===== config.mk =====
export PLATFORM = sky130hd
export DESIGN_NAME = logic_unit_pipe
export DESIGN_NICKNAME = d
export VERILOG_FILES = /design/src/rtl/logic_unit_pkg.sv /design/src/rtl/logic_gate_core.sv /design/src/rtl/logic_unit_pipe.sv
export SDC_FILE = /design/constraint.sdc
export NUM_CORES = 1
export LEC_CHECK = 0
export ABC_CLOCK_PERIOD_IN_PS = 6300
export BUFFER_PORTS_ARGS = -buffer_cell sky130_fd_sc_hd__buf_2
export CORE_ASPECT_RATIO = 0.75
export CORE_MARGIN = 3
export CORE_UTILIZATION = 50
export CTS_CLUSTER_SIZE = 30
export DETAILED_ROUTE_END_ITERATION = 6
export GPL_ROUTABILITY_DRIVEN = 0
export PLACE_DENSITY = 0.79
export SLEW_MARGIN = 10
export SYNTH_ARGS = -nofsm -noshare
export SYNTH_HDL_FRONTEND = slang
export SYNTH_HIERARCHICAL = 1
export SYNTH_SLANG_ARGS = --single-unit

===== constraint.sdc =====
create_clock -name clk -period 6.3 [get_ports clk]
set_clock_uncertainty 0.05 [all_clocks]
set_input_delay 0 -clock clk [delete_from_list [all_inputs] [get_ports clk]]
set_output_delay 0 -clock clk [all_outputs]
set_load 0.01 [all_outputs]

===== src/rtl/logic_unit_pkg.sv =====
// Shared definitions for the registered logic unit: operation encoding and op type.
package logic_unit_pkg;

  typedef logic [2:0] op_t;

  localparam op_t OP_AND  = 3'd0;
  localparam op_t OP_NAND = 3'd1;
  localparam op_t OP_OR   = 3'd2;
  localparam op_t OP_NOR  = 3'd3;
  localparam op_t OP_NOT  = 3'd4;
  localparam op_t OP_XOR  = 3'd5;
  localparam op_t OP_XNOR = 3'd6;
  localparam op_t OP_PASS = 3'd7;

endpackage


===== src/rtl/logic_gate_core.sv =====
// Combinational bitwise gate, the WIDTH-parametrised successor of the two-input gate block.
module logic_gate_core
  import logic_unit_pkg::*;
#(
  parameter int WIDTH = 8
) (
  input  logic [WIDTH-1:0] a,
  input  logic [WIDTH-1:0] b,
  input  op_t              op,
  output logic [WIDTH-1:0] y
);

  // NOT and PASS look only at a; every 3-bit code is a defined operation.
  always_comb begin
    y = '0;
    case (op)
      OP_AND:  y = a & b;
      OP_NAND: y = ~(a & b);
      OP_OR:   y = a | b;
      OP_NOR:  y = ~(a | b);
      OP_NOT:  y = ~a;
      OP_XOR:  y = a ^ b;
      OP_XNOR: y = ~(a ^ b);
      OP_PASS: y = a;
      default: y = '0;
    endcase
  end

endmodule


===== src/rtl/logic_unit_pipe.sv =====
// Logic unit with a one-stage valid/ready result register, zero/parity flags and an
// accumulate mode that folds an operand stream into an internal register.
module logic_unit_pipe
  import logic_unit_pkg::*;
#(
  parameter int               WIDTH    = 8,
  parameter logic [WIDTH-1:0] ACC_INIT = '0
) (
  input  logic             clk,
  input  logic             rst,
  input  logic             in_valid,
  output logic             in_ready,
  input  logic [WIDTH-1:0] a,
  input  logic [WIDTH-1:0] b,
  input  logic [2:0]       op,
  input  logic             acc_mode,
  input  logic             acc_clear,
  output logic             out_valid,
  input  logic             out_ready,
  output logic [WIDTH-1:0] result,
  output logic             zero,
  output logic             parity,
  output logic [WIDTH-1:0] acc
);

  logic [WIDTH-1:0] acc_eff;
  logic [WIDTH-1:0] operand_b;
  logic [WIDTH-1:0] core_y;
  op_t              core_op;
  logic             accept;

  // A clear in the same cycle as an accumulating beat makes the beat see ACC_INIT.
  assign acc_eff   = acc_clear ? ACC_INIT : acc;
  assign operand_b = acc_mode ? acc_eff : b;
  assign core_op   = op_t'(op);

  assign in_ready = !out_valid || out_ready;
  assign accept   = in_valid && in_ready;

  logic_gate_core #(
    .WIDTH(WIDTH)
  ) u_core (
    .a  (a),
    .b  (operand_b),
    .op (core_op),
    .y  (core_y)
  );

  always_ff @(posedge clk) begin
    if (rst) begin
      out_valid <= 1'b0;
      result    <= '0;
      zero      <= 1'b1;
      parity    <= 1'b0;
    end else if (accept) begin
      out_valid <= 1'b1;
      result    <= core_y;
      zero      <= (core_y == '0);
      parity    <= ^core_y;
    end else if (out_ready) begin
      out_valid <= 1'b0;
    end
  end

  // Accumulator writes only on accumulating beats; otherwise a clear wins, else hold.
  always_ff @(posedge clk) begin
    if (rst) begin
      acc <= ACC_INIT;
    end else if (accept && acc_mode) begin
      acc <= core_y;
    end else if (acc_clear) begin
      acc <= ACC_INIT;
    end
  end

endmodule


# Word-level counts from Yosys, hierarchy flattened
# Cells that the tools add are included.
[word_totals]
n_memories = 0
mem_bits_ro = 0
ramBits = 0
in_bits = 25
ff_bits = 19
elab_cells = 33
latchBits = 0
[classes]
n_lt_le_gt_ge = 0
n_reduce_logical = 8
bitwise = 7
eq_ne = 7
mux = 6
div = 0
add_sub_neg = 0
shift = 0
mul = 0
[op_table]
columns = ["operator", "n"]
rows = [
  ["8-bit case mux with 8 select lines", 1],
  ["8-bit inverter", 4],
  ["8-bit 2-to-1 mux", 3],
  ["3-bit == test (second input constant)", 4],
  ["8-bit AND", 1],
  ["8-bit logical NOT", 1],
  ["8-bit OR", 1],
  ["8-bit parity", 1],
  ["8-bit bitwise XOR", 1],
  ["3-bit by 2-bit == test with 1-bit output (second input constant)", 2],
  ["3-bit by 1-bit == test with 1-bit output (second input constant)", 1],
  ["3-bit logical NOT", 1],
  ["1-bit logical AND", 2],
  ["1-bit 2-to-1 mux", 2],
  ["2-bit nonzero test", 1],
  ["1-bit logical NOT", 1],
  ["1-bit logical OR", 1],
]

# Longest topological paths before layout
[depth]
depth_word = 6
depth_mapped = 12

# Modules after synthesis
# The synthesis kept the hierarchy.
[by_module_without_submodules]
columns = ["module", "area_each_um2", "seq_area_each_um2", "cells_per_inst", "n_inst"]
rows = [
  ["logic_unit_pipe", 1028.5, 380.4, 119, 1],
  ["logic_gate_core", 947.2, 0.0, 121, 1],
]

# Least setup slack after synthesis
# OpenSTA, ideal clock, no wires.
[synth_path]
path_type = "reg-to-reg"
from = "reg acc[5]"
to = "reg parity"
t_arrival_ps = 2332
n_path_buf = 0
setup_slack_ps = 3829
path_stages_with_launch = 13
required_ps = 6162
setup_time_ps = 88
cell_sequence = "dfxtp_1 -> nor2b_1 -> mux2_2 -> inv_1 -> ha_1 -> mux2i_1 -> o22ai_1 -> nor3b_1 -> inv_1 -> ha_1 -> xnor2_1 -> xnor2_1 -> a311oi_2"
[synth_between]
elab_chain_len = 6
word_cells_on_any_way = 10
cone_classes = "3 x mux; 6 x bitwise; 1 x reduce/logical"
[synth_rtl]
columns = ["item", "line_no", "source"]
rows = [
  ["from (decl)", "logic_unit_pipe.sv:23", "output logic [WIDTH-1:0] acc"],
  ["from (signal assigned)", "logic_unit_pipe.sv:70", "acc <= core_y;"],
  ["8-bit 2-to-1 mux *", "n/a", ""],
  ["8-bit 2-to-1 mux *", "logic_unit_pipe.sv:34", "assign operand_b = acc_mode ? acc_eff : b;"],
  ["named net operand_b[5]", "logic_unit_pipe.sv:27", "logic [WIDTH-1:0] operand_b;"],
  ["8-bit bitwise XOR, or another cell as far along", "logic_gate_core.sv:22, logic_gate_core.sv:23", ""],
  ["8-bit inverter, on equally long branches", "logic_gate_core.sv:23, logic_gate_core.sv:18, logic_gate_core.sv:20", ""],
  ["8-bit case mux with 8 select lines *", "logic_gate_core.sv:16", "case (op)"],
  ["named net core_y[5]", "logic_unit_pipe.sv:28", "logic [WIDTH-1:0] core_y;"],
  ["8-bit parity *", "logic_unit_pipe.sv:59", "parity <= ^core_y;"],
  ["to (signal assigned)", "logic_unit_pipe.sv:59", ""],
  ["to (decl)", "logic_unit_pipe.sv:22", "output logic parity,"],
]
# Mark *: on every way through the listed nets, which the timed path passes. The rest lies on a longest branch.
# A chain may end at the register's enable or synchronous reset.

# Final worst setup path
# Same ends and word-level chain as after synthesis.

==> impl_metrics.yaml <==
status:
  run_status: "finished clean"
yosys:
  postSynthNetCount: 285
  synthAdderAreaFrac: 0.127
  yosys.area_share.simple: 0.235
  synthFlopType: "dfxtp_1"
  synth_xor_area_frac: 0.0399
  synthMuxAreaShare: 0.0766
  synth_cell_type_count: 42
  synth_compound_gate_area_share: 0.205
  yosys_warnings: 6
  ys_seq_area_frac: 0.193
  syn_area_per_cell_um2: 8.23
  cell_type_with_the_largest_total_area_after_synthesis: "dfxtp_1"
  synthMostInstantiatedCell: "inv_1"
  synth_cell_area_mm2: 0.00198
  share_of_flip_flops_with_an_asynchronous_set_or_reset_after_synthesis: 0
  dominant_combinational_cell_family_by_area_after_synthesis: "simple AND/OR/NAND/NOR gates"
  synth.ff_latch_count: 19
  synthCells: 240
  netlist_top_cells_area: "dfxtp_1 19%, ha_1 13%, nand2b_1 6.3%"
  synth_top_area_share: 0.193
  synth_edf_count: 0
  synth_common_cells: "26 x inv_1, 22 x a21oi_1, 20 x ha_1, 20 x nand2b_1, 20 x nand3_1"
power:
  maximum_vdd_ir_drop_v: 0.000161
  static-leakage-power_nw: 1.01
  clock_share_of_power: 0.232
  power.share.sequential: 0.370
  p_sw_mw: 0.126
  internal-power_mw: 0.239
  power_switching_share: 0.345
  p_per_area_mw_per_mm2: 169
  power.combinational.fraction: 0.397
cts:
  clk_pin_slew_ns: 0.07
  cts_repair_resize_count: 0
  cts_num_sinks: 19
  worstSkewPairLatency_ns: 0.26
  cts.path.max_buffers: 2
  postCtsHoldBufs: 0
  tritoncts.num_buffers: 3
  tritoncts_clock_tree: "yes"
  number_of_h_tree_branching_levels: 1
  post-cts-setup-buffers: 0
  cts_root_buffer: "clkbuf_8"
setup_path:
  end_kind: "register"
  critPathArrivalTime_ns: 2.86
  crit_path_cell_chain: "nor2b_1 -> mux2_2 -> inv_1 -> ha_1 -> mux2i_1 -> o22ai_1 -> nor3b_1 -> inv_1 -> ha_1 -> xnor2_1 -> xnor2_1 -> a311oi_2"
  critical_path_required_ns: 6.43
  worst_path_largest_cell_delay_ns: 0.41
  critical_path.startpoint_type: "register"
  timing.critical_path.slowest_stage_cell: "nor3b_1"
  critPathKind: "register to register"
  worst-path-max-fanout: 3
global_route:
  grt_pass1_wl_mm: 7.28
  grt_remaining_overflow: 0
  grt_start_max_net_pins: 37
  antenna_found_initial: 0
  grt_util_all_layers: 0.188
  grt_pass1_vias: 1578
die:
  starting_utilization_of_the_core_area: 0.529
  fp-row-count: 19
  placeableCoreArea_mm2: 0.00373
  fp.dieW_um: 78.6
  pin_count: 45
  die-area_mm2: 0.00475
  floorplan.die.height_um: 60.4
sta:
  worst_hold_slack_ns: 0.0892
  layout_min_cycle_time_ns: 2.73
  hold_violations: 0
  max_freq_ghz: 0.366
  final_max_slew_viol_count: 0
  post_route_fraction_of_the_period_consumed_by_the_critical_path: 0.434
  max_slew.worst_pin.slew_ns: 0.601
  rsz0062_at_grt: "false"
  timing.max_slew.rel_slack: 0.599
  fin_tns_setup_ns: 0
  setup_viol: 0
routing:
  drt.antenna.violating_nets: 0
  drt-total-wl_mm: 4.49
  detailedRoute.firstPassIterationCount: 4
  vias: 1744
  post_detailed_route_via_to_cell_ratio: 5.38
  drt_first_iter_violations: 82
  avgRoutedWirePerCell_um: 13.9
  detail_route.drc_violations: 0
flow_run:
  maxCapViolations: 0
min_path:
  classification_of_the_worst_slack_hold_path: "input pin to register"
final_layout:
  layout-area-overhead-vs-synth_pct: 9.69
  layout_cells_sized_above_1: 0.250
  final_design_area_excluding_fillers_mm2: 0.00217
  antennaDiodeCount: 0
  final_nets: 318
placed_design:
  io_buffer_count: 44
  dp.final_hpwl_mm: 3.51
  postPlaceCellArea_mm2: 0.00212
-- stage by stage --
step | worst slack [ns] | utilization | power [mW] | cells
final | 3.57 | 0.581 | 0.365 | 324
after floorplan | 3.83 | - | 0.248 | 240
after global routing | 3.36 | 0.581 | 0.388 | 324
after global placement | 3.61 | 0.568 | 0.279 | 320
after detailed placement | 3.58 | 0.568 | 0.283 | 320
after CTS | 3.57 | 0.581 | 0.367 | 324
-- logic make-up (layout without fill, tap and decap cells) --
| group | after synthesis | count (layout) |
|---|---|---|
| simple gates | 76 | 76 |
| compound gates | 59 | 59 |
| buf+inv | 43 | 75 |
| fa+ha+maj | 20 | 20 |
| flops | 19 | 19 |
| mux | 14 | 14 |
| xor+xnor | 9 | 9 |
-- cells in the final DEF (no fill, tap or decap), types with 2 or more instances in the layout --
| cell type | count |
|---|---|
| inv_1 | 26 |
| clkbuf_8 | 3 |
| nor2b_1 | 13 |
| mux2_2 | 9 |
| a211o_1 | 3 |
| ha_1 | 20 |
| o311a_1 | 2 |
| buf_2 | 44 |
| o21ai_0 | 16 |
| nand2b_1 | 20 |
| dfxtp_1 | 19 |
| mux2i_1 | 5 |
| nand2_1 | 7 |
| xnor2_1 | 9 |
| a221oi_2 | 4 |
| o2111ai_1 | 3 |
| o211a_1 | 2 |
| and2_1 | 2 |
| and4b_1 | 2 |
| a21oi_1 | 22 |
| a21o_1 | 2 |
| nor2_1 | 2 |
| nand3_1 | 20 |
| nor4bb_1 | 3 |
-- state kept, by name, indices dropped and copies added (netlist names) --
name	flops
zero	1
result	8
out_valid	1
parity	1
acc	8
-- worst paths after layout --
path | start | endpoint | slack, ns | cells past startpoint
max | acc[5]$_SDFF_PP0_ | parity$_SDFFE_PP0P_ | 3.57 | 12
min | rst | result[7]$_SDFFE_PP0P_ | 0.09 | 2
max reg2reg | acc[5]$_SDFF_PP0_ | parity$_SDFFE_PP0P_ | 3.57 | 12
min reg2reg | zero$_SDFFE_PP1P_ | zero$_SDFFE_PP1P_ | 0.43 | 1
-- worst max-delay path: cells and delay by family, from the launching register on --
kind                       cells  cell delay [ns]
DFF                            1             0.33
buffers and inverters          2             0.14
xor gates and xnor gates       2             0.28
muxes                          2             0.34
adders and majority gates      2             0.58
and+or+nand+nor                2             0.59
AOI/OAI and AO/OA              2             0.35
-- metal layers --
layer | up-vias | routed length [um] | share of wire | global-route usage
met2 | 42 | 2030 | 0.45 | 0.313
met3 | 0 | 241 | 0.054 | 0.0356
li1 | 903 | - | - | -
met5 | - | 0 | 0 | 0
met1 | 799 | 2220 | 0.49 | 0.268
met4 | 0 | 0 | 0 | 0.00748
-- final cells by class --
type	instances	area, um^2
Fill cell	354	1570
Timing Repair Buffer	44	220
Clock buffer	3	41.3
Multi-Input combinational cell	178	1350
Clock inverter	1	5.00
Inverter	27	106
Sequential cell	19	380
Tap cell	52	65.1
-- power by group through the flow --
stage | sequential, mW | combinational (mW) | clock (mW)
4_1_cts | 0.135 | 0.146 | 0.0858
3_3_place_gp | 0.137 | 0.142 | 0
6_report | 0.135 | 0.145 | 0.0849
5_1_grt | 0.136 | 0.162 | 0.0897
2_1_floorplan | 0.141 | 0.106 | 0
3_5_place_dp | 0.138 | 0.145 | 0
Power figures use the tool's default switching activity.
